<file path="config.mk">
export PLATFORM = sky130hd
export DESIGN_NAME = text_fetch_ctrl
export DESIGN_NICKNAME = d
export VERILOG_FILES = /design/src/rtl/text_fetch_ctrl.sv
export SDC_FILE = /design/constraint.sdc
export NUM_CORES = 1
export LEC_CHECK = 0
export ABC_AREA = 0
export BUFFER_PORTS_ARGS = -buffer_cell sky130_fd_sc_hd__buf_4
export CORE_MARGIN = 10
export CORE_UTILIZATION = 55
export DETAILED_ROUTE_END_ITERATION = 8
export PLACE_DENSITY_LB_ADDON = 0.3
export SYNTH_ARGS = -nofsm -noshare
export SYNTH_HDL_FRONTEND = slang
export SYNTH_SLANG_ARGS = --single-unit
</file>
<file path="constraint.sdc">
create_clock -name clk -period 8.3 [get_ports clk]
set_input_delay 2.075 -clock clk [delete_from_list [all_inputs] [get_ports clk]]
set_output_delay 2.075 -clock clk [all_outputs]
set_load 0.02 [all_outputs]
</file>
<file path="src/rtl/text_fetch_ctrl.sv">
// Character/font fetch sequencer for an 80x30 text display, with text-RAM write arbitration.
// Optional blinking cursor overlay enabled by defining TEXT_CURSOR_EN.
module text_fetch_ctrl #(
  parameter int unsigned COLS    = 80,
  parameter int unsigned ROWS    = 30,
  parameter int unsigned H_CELLS = 100,
  parameter int unsigned V_TOTAL = 525,
  parameter int unsigned TRAM_AW = 12
) (
  input  logic               clk,
  input  logic               reset,
  input  logic               pixel_tick,
  input  logic               video_on,
  input  logic [9:0]         pixel_x,
  input  logic [9:0]         pixel_y,
  output logic [TRAM_AW-1:0] tram_addr,
  output logic               tram_we,
  output logic [6:0]         tram_wdata,
  input  logic [6:0]         tram_rdata,
  output logic [10:0]        rom_addr,
  input  logic [7:0]         rom_data,
  input  logic               wr_req,
  input  logic [TRAM_AW-1:0] wr_addr,
  input  logic [6:0]         wr_char,
  output logic               wr_ack,
  output logic               pixel_on,
  output logic               fetch_late
`ifdef TEXT_CURSOR_EN
  ,
  input  logic [6:0]         cursor_col,
  input  logic [4:0]         cursor_row
`endif
);

  localparam int unsigned VIS_LINES = ROWS * 16;

  typedef enum logic [1:0] {S_IDLE, S_TRAM, S_ROM, S_LOAD} state_t;

  state_t             r_state;
  state_t             w_state_nxt;
  logic [6:0]         r_col;
  logic [9:0]         r_line;
  logic [7:0]         r_next_word;
  logic [7:0]         r_active_word;
  logic               r_pixel_on;
  logic               r_fetch_late;

  logic [6:0]         w_cell;
  logic               w_trigger;
  logic               w_boundary;
  logic               w_tgt_valid;
  logic               w_tgt_vis;
  logic [6:0]         w_tgt_col;
  logic [9:0]         w_tgt_line;
  logic               w_start;
  logic               w_grant;
  logic               w_abort;
  logic               w_pix_bit;
  logic               w_cursor_inv;
  logic [TRAM_AW-1:0] w_fetch_addr;

  assign w_cell     = pixel_x[9:3];
  assign w_trigger  = pixel_tick & (pixel_x[2:0] == 3'd5);
  assign w_boundary = pixel_tick & (pixel_x[2:0] == 3'd7);

  // Target cell for the fetch: next column on this line, or column 0 of the next line
  always_comb begin
    w_tgt_valid = 1'b0;
    w_tgt_col   = '0;
    w_tgt_line  = pixel_y;
    if (32'(w_cell) + 32'd1 < COLS) begin
      w_tgt_valid = 1'b1;
      w_tgt_col   = w_cell + 7'd1;
    end else if (32'(w_cell) == H_CELLS - 32'd1) begin
      w_tgt_valid = 1'b1;
      w_tgt_line  = (32'(pixel_y) == V_TOTAL - 32'd1) ? 10'd0 : pixel_y + 10'd1;
    end
  end

  assign w_tgt_vis    = 32'(w_tgt_line) < VIS_LINES;
  assign w_start      = w_trigger & w_tgt_valid & w_tgt_vis;
  assign w_grant      = ~reset & (r_state == S_IDLE) & ~w_trigger & wr_req;
  assign w_abort      = w_boundary & (r_state != S_IDLE);
  assign w_fetch_addr = TRAM_AW'(32'(r_line[9:4]) * COLS + 32'(r_col));

  always_ff @(posedge clk or posedge reset) begin
    if (reset) r_state <= S_IDLE;
    else       r_state <= w_state_nxt;
  end

  // Next state and the combinational memory-port controls
  always_comb begin
    w_state_nxt = r_state;
    tram_addr   = '0;
    tram_we     = 1'b0;
    tram_wdata  = '0;
    wr_ack      = 1'b0;
    rom_addr    = '0;
    case (r_state)
      S_IDLE: begin
        if (w_start) begin
          w_state_nxt = S_TRAM;
        end else if (w_grant) begin
          tram_addr  = wr_addr;
          tram_we    = 1'b1;
          tram_wdata = wr_char;
          wr_ack     = 1'b1;
        end
      end
      S_TRAM: begin
        tram_addr   = w_fetch_addr;
        w_state_nxt = S_ROM;
      end
      S_ROM: begin
        rom_addr    = {tram_rdata, r_line[3:0]};
        w_state_nxt = S_LOAD;
      end
      S_LOAD:  w_state_nxt = S_IDLE;
      default: w_state_nxt = S_IDLE;
    endcase
    if (w_abort) w_state_nxt = S_IDLE;
  end

`ifdef TEXT_CURSOR_EN
  logic [5:0] r_frame_cnt;

  always_ff @(posedge clk or posedge reset) begin
    if (reset)                                          r_frame_cnt <= '0;
    else if (pixel_tick && pixel_x == '0 && pixel_y == '0) r_frame_cnt <= r_frame_cnt + 6'd1;
  end

  assign w_cursor_inv = r_frame_cnt[5] & (w_cell == cursor_col) &
                        (pixel_y[9:4] == {1'b0, cursor_row});
`else
  assign w_cursor_inv = 1'b0;
`endif

  assign w_pix_bit = r_active_word[3'd7 - pixel_x[2:0]];

  // Fetch datapath, word hand-over at cell boundary, pixel serialiser
  always_ff @(posedge clk or posedge reset) begin
    if (reset) begin
      r_col         <= '0;
      r_line        <= '0;
      r_next_word   <= '0;
      r_active_word <= '0;
      r_pixel_on    <= 1'b0;
      r_fetch_late  <= 1'b0;
    end else begin
      if (w_start && r_state == S_IDLE) begin
        r_col  <= w_tgt_col;
        r_line <= w_tgt_line;
      end
      if (w_trigger && w_tgt_valid && !w_tgt_vis) r_next_word <= '0;
      else if (r_state == S_LOAD && !w_abort)    r_next_word <= rom_data;
      if (w_boundary) begin
        if (r_state != S_IDLE) begin
          r_active_word <= '0;
          r_fetch_late  <= 1'b1;
        end else begin
          r_active_word <= r_next_word;
        end
      end
      if (pixel_tick) r_pixel_on <= video_on & (w_pix_bit ^ w_cursor_inv);
    end
  end

  assign pixel_on   = r_pixel_on;
  assign fetch_late = r_fetch_late;

endmodule

</file>
==> results.py, run 1 <==
metrics = {
    "sta": {
        "period_needed_ns": 5.662,
        "fmax_mhz": 176.6,
        "hold_slack_ns": 0.4853,
        "final_hold_viol_count": 0,
        "fin_tns_setup_ns": 0,
        "relSlewSlack_pct": 25.02,
        "rsz0062_at_grt": "false",
        "finClkSkew_ns": 0.007461,
        "setup_viol": 0,
        "slew_viol_final": 0,
        "fin_ws_ns": 2.638,
        "fin_crit_sh_pct": 68.22,
        "worstMarginPinSlew_ns": 1.120,
    },
    "global_routing": {
        "first_global_vias": 2487,
        "grt_util_all_layers_pct": 15.97,
        "antenna_found_initial": 0,
        "busiest_layer": "met2",
        "grtUsageMet2_pct": 27.27,
        "globalRouteMet1Util_pct": 20.02,
        "grt_pass1_wl_um": 11450,
        "grt_overflow": 0,
        "grt_util_met3_pct": 4.115,
        "grt_max_degree": 38,
    },
    "logic_synthesis": {
        "netlist_area_mm2": 0.002773,
        "synth_flop_cell": "dfrtp_1",
        "async_reset_ff_share_pct": 100.0,
        "synth_seq_area_share_pct": 33.39,
        "avgSynthCellArea_um2": 9.399,
        "synth_area_leaders": "dfrtp_1 (33%), ha_1 (8.1%), and2_1 (4.5%)",
        "ys_seq_elements": 37,
        "synth_edf_count": 0,
        "synth_cell_type_count": 50,
        "synth_cells": 295,
        "syn_nets": 374,
        "yosysWarnings": 0,
        "yosysTopAreaCell": "dfrtp_1",
        "yosysTopAreaCellShare_pct": 33.39,
    },
    "pwr": {
        "p_seq_share_pct": 32.1,
        "swShare_pct": 40.46,
        "netSwitchingPower_uw": 363.2,
        "pwr-share-comb_pct": 53.9,
        "powerDensity_mw_per_mm2": 250.8,
        "p_clk_share_pct": 13.9,
        "power.internal_uw": 534.6,
        "peakVddDrop_v": 0.0001420,
        "leakage_uw": 0.001812,
    },
    "floorplan": {
        "num_rows": 25,
        "fp.dieArea_mm2": 0.008281,
        "core_mm2": 0.004817,
        "die-height_um": 91,
        "start_util_pct": 57.56,
        "ios": 93,
        "die_w_um": 91,
    },
    "cts": {
        "root_buffer": "clkbuf_8",
        "hold_buffers": 0,
        "tritoncts": "built",
        "cts.clk_slew.worst_paths_ns": 0.08,
        "ctsResizeCount": 0,
        "post_cts_buffers": 0,
        "clk_latency_ns": 0.28,
        "cts_buffer_depth": 2,
        "htree_levels": 2,
        "clkSinkCount": 37,
        "cts_made_buffers": 5,
    },
    "setup_path": {
        "crit_type": "in2out",
        "end_kind": "output pin",
        "critPathMaxStageDelay_ns": 0.81,
        "critical_path_required_ns": 6.23,
        "path_cells": "buf_4 -> nand3_1 -> nor2_1 -> nor3_2 -> a22o_1 -> buf_4",
        "start_kind": "input port",
        "crit_fanout": 21,
        "cp.arrival_ns": 3.59,
        "cp_slowest_cell": "nor3_2",
        "critPathMostFrequentCell": "buf_4",
    },
    "run": {
        "maxCapViolCount": 0,
    },
    "final_layout": {
        "layout_commonest_cell": "buf_4",
        "fill_cells": 383,
        "final_cell_mix": "buf_4 (93), dfrtp_1 (37), nand2_1 (31), and2_1 (20), ha_1 (18)",
        "post-route-util_pct": 74.31,
        "drive_gt1_share_pct": 32.02,
        "diodes": 0,
        "area_delta_synth_final_pct": 29.11,
        "final_area_mm2": 0.003580,
        "final_nets": 459,
    },
    "route": {
        "drt_pre_antenna_iters": 4,
        "drt_wl_total_um": 6774,
        "drt-initial-drc-count": 141,
        "post_drt_wl_per_cell_um": 15.12,
        "drc_errors": 0,
        "vias": 2445,
        "vias_per_cell": 5.458,
        "ant_nets": 0,
    },
    "place": {
        "place_area_mm2": 0.003488,
        "post-place-ws_ns": 2.623,
        "port_buffers": 92,
        "place_hpwl_um": 5517,
        "place_congestion": 0.9056,
    },
    "hold_path": {
        "hp-class": "reg2reg",
    },
    "status": {
        "status": "complete, no violations",
    },
}
## cells by family (layout without fill, tap and decap cells)
family,Yosys count,count (layout),synth area share [%]
and+or+nand+nor,108,108,21.66
AOI/OAI and AO/OA,57,57,14.35
DFF,37,37,33.39
buffers and inverters,30,116,4.603
muxes,28,28,11.69
adders and majority gates,20,20,9.567
xor gates and xnor gates,15,15,4.738
## worst max-delay path: cells and delay by family
family | cells | cell delay (ns)
buffers and inverters | 2 | 0.27
and+or+nand+nor | 3 | 0.96
AOI/OAI and AO/OA | 1 | 0.28
## worst paths after layout
check,slack (ns),to,depth (start not counted),from
min in group asynchronous,1.91,r_active_word[4]$_DFFE_PP0P_,3,reset
max reg2reg,5.70,r_col[4]$_DFFE_PP0P_,4,r_state[0]$_DFFE_PP0P_
max,2.64,tram_addr[10],6,pixel_x[0]
max in group asynchronous,6.06,r_line[4]$_DFFE_PP0P_,3,reset
min reg2reg,0.49,fetch_late$_DFFE_PP0P_,1,fetch_late$_DFFE_PP0P_
min,0.49,fetch_late$_DFFE_PP0P_,1,fetch_late$_DFFE_PP0P_
## routing by layer
metal  up-vias  part of all wire, %
li1       1217                    -
met1      1143                   45
met2        81                   49
met3         4                  5.6
met4         0                 0.53
met5         -                    0
## cells in the mapped netlist (3+ instances only)
library cell / n
xnor2_1: 9
a22o_1: 12
ha_1: 18
and2_1: 20
nor2b_1: 3
nand4_1: 4
mux2_1: 7
buf_2: 3
nand2_1: 31
mux2i_1: 11
a21o_1: 4
o21ai_0: 15
nand3_1: 10
dfrtp_1: 37
a21oi_1: 7
nor3_1: 8
mux2_2: 8
inv_1: 15
clkbuf_1: 10
xor2_1: 6
nor2_1: 14
and3_1: 5
## layout make-up
class                      instances  area [um2]  area share, %
clock inverter                     3       22.52         0.6292
sequential                        37       925.9          25.87
tap                               67       83.83          2.342
inverter                          15       56.30          1.573
multi-input combinational        228        1724          48.16
timing repair buffer              93       698.2          19.50
clock buffer                       5       68.82          1.922
## stage by stage
stage	cells	total power, uW
after floorplan	295	624.1
after global placement	440	759.1
after detailed placement	440	778.5
after CTS	448	908.3
after global routing	448	975.5
final	448	897.9
## registers in the layout (all words and copies together) (netlist names)
| signal | cells |
|---|---|
| r_line | 10 |
| r_active_word | 8 |
| r_next_word | 8 |
| r_col | 7 |
| r_state | 2 |
| fetch_late | 1 |
| pixel_on | 1 |
## power by group through the flow
stage / logic (uW) / clock network [uW] / registers, uW
after CTS: 490 / 129 / 289
after global placement: 470 / 0 / 289
final: 484 / 125 / 289
after floorplan: 343 / 0 / 281
after global routing: 538 / 139 / 299
after detailed placement: 486 / 0 / 292
Power figures use the tool's default switching activity.
==> inputs of run 2 (changes only) <==
CORE_UTILIZATION = 46   (was 55)
clock period = 4.6 ns   (was 8.3 ns; I/O delays follow)
==> run 2 against run 1 <==
Via count fell by 1.3%. Non-clock buffer count rose by 3. Register-to-register slack got worse by 3.3 ns. Die area rose by 15%. Sequential power rose by 79%. Clock power rose by 82%. Wire length fell by 0.25%. Critical endpoint is now tram_addr[11].
==> results.py, run 2 (synthesized netlist as in run 1, its figures left out) <==
metrics = {
    "status": {
        "status": "complete, no violations",
    },
    "sta": {
        "final_hold_viol_count": 0,
        "fmax_mhz": 256.1,
        "rsz0062_at_grt": "false",
        "relSlewSlack_pct": 39.94,
        "worstMarginPinSlew_ns": 0.8948,
        "setup_viol": 0,
        "hold_slack_ns": 0.4794,
        "fin_crit_sh_pct": 84.89,
        "fin_tns_setup_ns": 0,
        "period_needed_ns": 3.905,
        "finClkSkew_ns": 0.004052,
        "slew_viol_final": 0,
    },
    "floorplan": {
        "fp.dieArea_mm2": 0.009533,
        "core_mm2": 0.005886,
        "die-height_um": 97.64,
        "ios": 93,
        "start_util_pct": 47.11,
        "die_w_um": 97.64,
        "num_rows": 28,
    },
    "final_layout": {
        "layout_commonest_cell": "buf_4",
        "drive_gt1_share_pct": 32.55,
        "reg_top3": "r_line x10, r_active_word x8, r_next_word x8",
        "final_cell_mix": "buf_4 (96), dfrtp_1 (37), nand2_1 (31), and2_1 (20), ha_1 (18)",
        "largest_reg_flops": 10,
        "diodes": 0,
        "largest_register": "r_line",
        "post-route-util_pct": 61.37,
        "area_delta_synth_final_pct": 30.28,
        "final_nets": 462,
    },
    "global_routing": {
        "grt_pass1_wl_um": 11300,
        "grt_overflow": 0,
        "grt_util_all_layers_pct": 13.98,
        "grt_max_degree": 38,
        "antenna_found_initial": 0,
        "first_global_vias": 2393,
    },
    "cts": {
        "root_buffer": "clkbuf_8",
        "htree_levels": 2,
        "clkSinkCount": 37,
        "hold_buffers": 0,
        "tritoncts": "built",
        "ctsResizeCount": 0,
        "post_cts_buffers": 0,
        "cts.clk_slew.worst_paths_ns": 0.08,
        "clk_latency_ns": 0.29,
        "cts_buffer_depth": 2,
        "cts_made_buffers": 5,
    },
    "setup_path": {
        "end_kind": "output pin",
        "start_kind": "register",
        "crit_fanout": 4,
        "critical_path_required_ns": 3.45,
        "crit_type": "reg2out",
        "cp.arrival_ns": 2.75,
    },
    "pwr": {
        "pwr-share-comb_pct": 54.1,
        "peakVddDrop_v": 0.0001767,
        "power.internal_uw": 967.2,
        "leakage_uw": 0.001827,
        "netSwitchingPower_uw": 655.9,
        "p_clk_share_pct": 14.0,
        "p_seq_share_pct": 31.9,
        "powerDensity_mw_per_mm2": 449.4,
        "swShare_pct": 40.41,
    },
    "route": {
        "post_drt_wl_per_cell_um": 14.72,
        "drt_wl_total_um": 6757,
        "drt_pre_antenna_iters": 4,
        "drc_errors": 0,
        "vias_per_cell": 5.255,
        "drt-initial-drc-count": 111,
        "ant_nets": 0,
        "vias": 2412,
    },
    "hold_path": {
        "hp-class": "reg2reg",
    },
    "place": {
        "place_congestion": 0.9271,
        "port_buffers": 92,
        "place_hpwl_um": 5537,
    },
    "run": {
        "maxCapViolCount": 0,
    },
}
-- run 2: cell types whose count changed in the layout (fill, tap and decap cells not counted), sizes merged --
cell	delta
buf	+3
-- run 2: final timing paths --
path                       slack [ns]                           end  cells past startpoint                          from
min reg2reg                      0.48  r_active_word[4]$_DFFE_PP0P_                      2  r_active_word[4]$_DFFE_PP0P_
max reg2reg                      2.36          r_col[5]$_DFFE_PP0P_                      5        r_state[0]$_DFFE_PP0P_
max in group asynchronous        3.30         r_line[5]$_DFFE_PP0P_                      3                         reset
max                              0.70                 tram_addr[11]                      9         r_line[5]$_DFFE_PP0P_
min                              0.48  r_active_word[4]$_DFFE_PP0P_                      2  r_active_word[4]$_DFFE_PP0P_
min in group asynchronous        0.97    r_next_word[2]$_DFFE_PP0P_                      3                         reset
-- run 2: layout make-up --
cell class,instances,area [um2]
Clock buffer,5,68.82
Multi-Input combinational cell,228,1724
Tap cell,75,93.84
Timing Repair Buffer,96,720.7
Fill cell,526,2273
Inverter,15,56.30
Clock inverter,3,22.52
Sequential cell,37,925.9
-- run 2: critical path: stages, from the launching register on --
cell and delay, ns:
dfrtp_1 0.43, ha_1 0.32, ha_1 0.22, inv_1 0.07, fa_1 0.45, nor3b_1 0.34, nand3_1 0.14, xnor2_1 0.15
a22o_1 0.18, buf_4 0.15
-- run 2: power groups by stage --
stage / clock network (uW) / registers (uW) / logic, uW
after floorplan: 0 / 508 / 618
after global placement: 0 / 522 / 860
after detailed placement: 0 / 527 / 886
after CTS: 234 / 520 / 892
after global routing: 252 / 534 / 977
final: 227 / 518 / 879
-- run 2: metrics by stage --
step / setup slack [ns] / cell area [um2] / total power [uW] / cells
floorplan: 1.229 / 2773 / 1126 / 295
global placement: 1.058 / 3521 / 1382 / 451
detailed placement: 0.9819 / 3521 / 1413 / 451
CTS: 0.6871 / 3612 / 1646 / 459
global route: 0.5086 / 3612 / 1763 / 459
finish: 0.6951 / 3612 / 1623 / 459
-- run 2: metal layers --
metal  global-route usage (%)  part of all wire [%]
met4                    5.257                   1.7
met2                    22.28                    47
met5                        0                     0
met3                    3.770                   5.1
met1                    17.53                    47
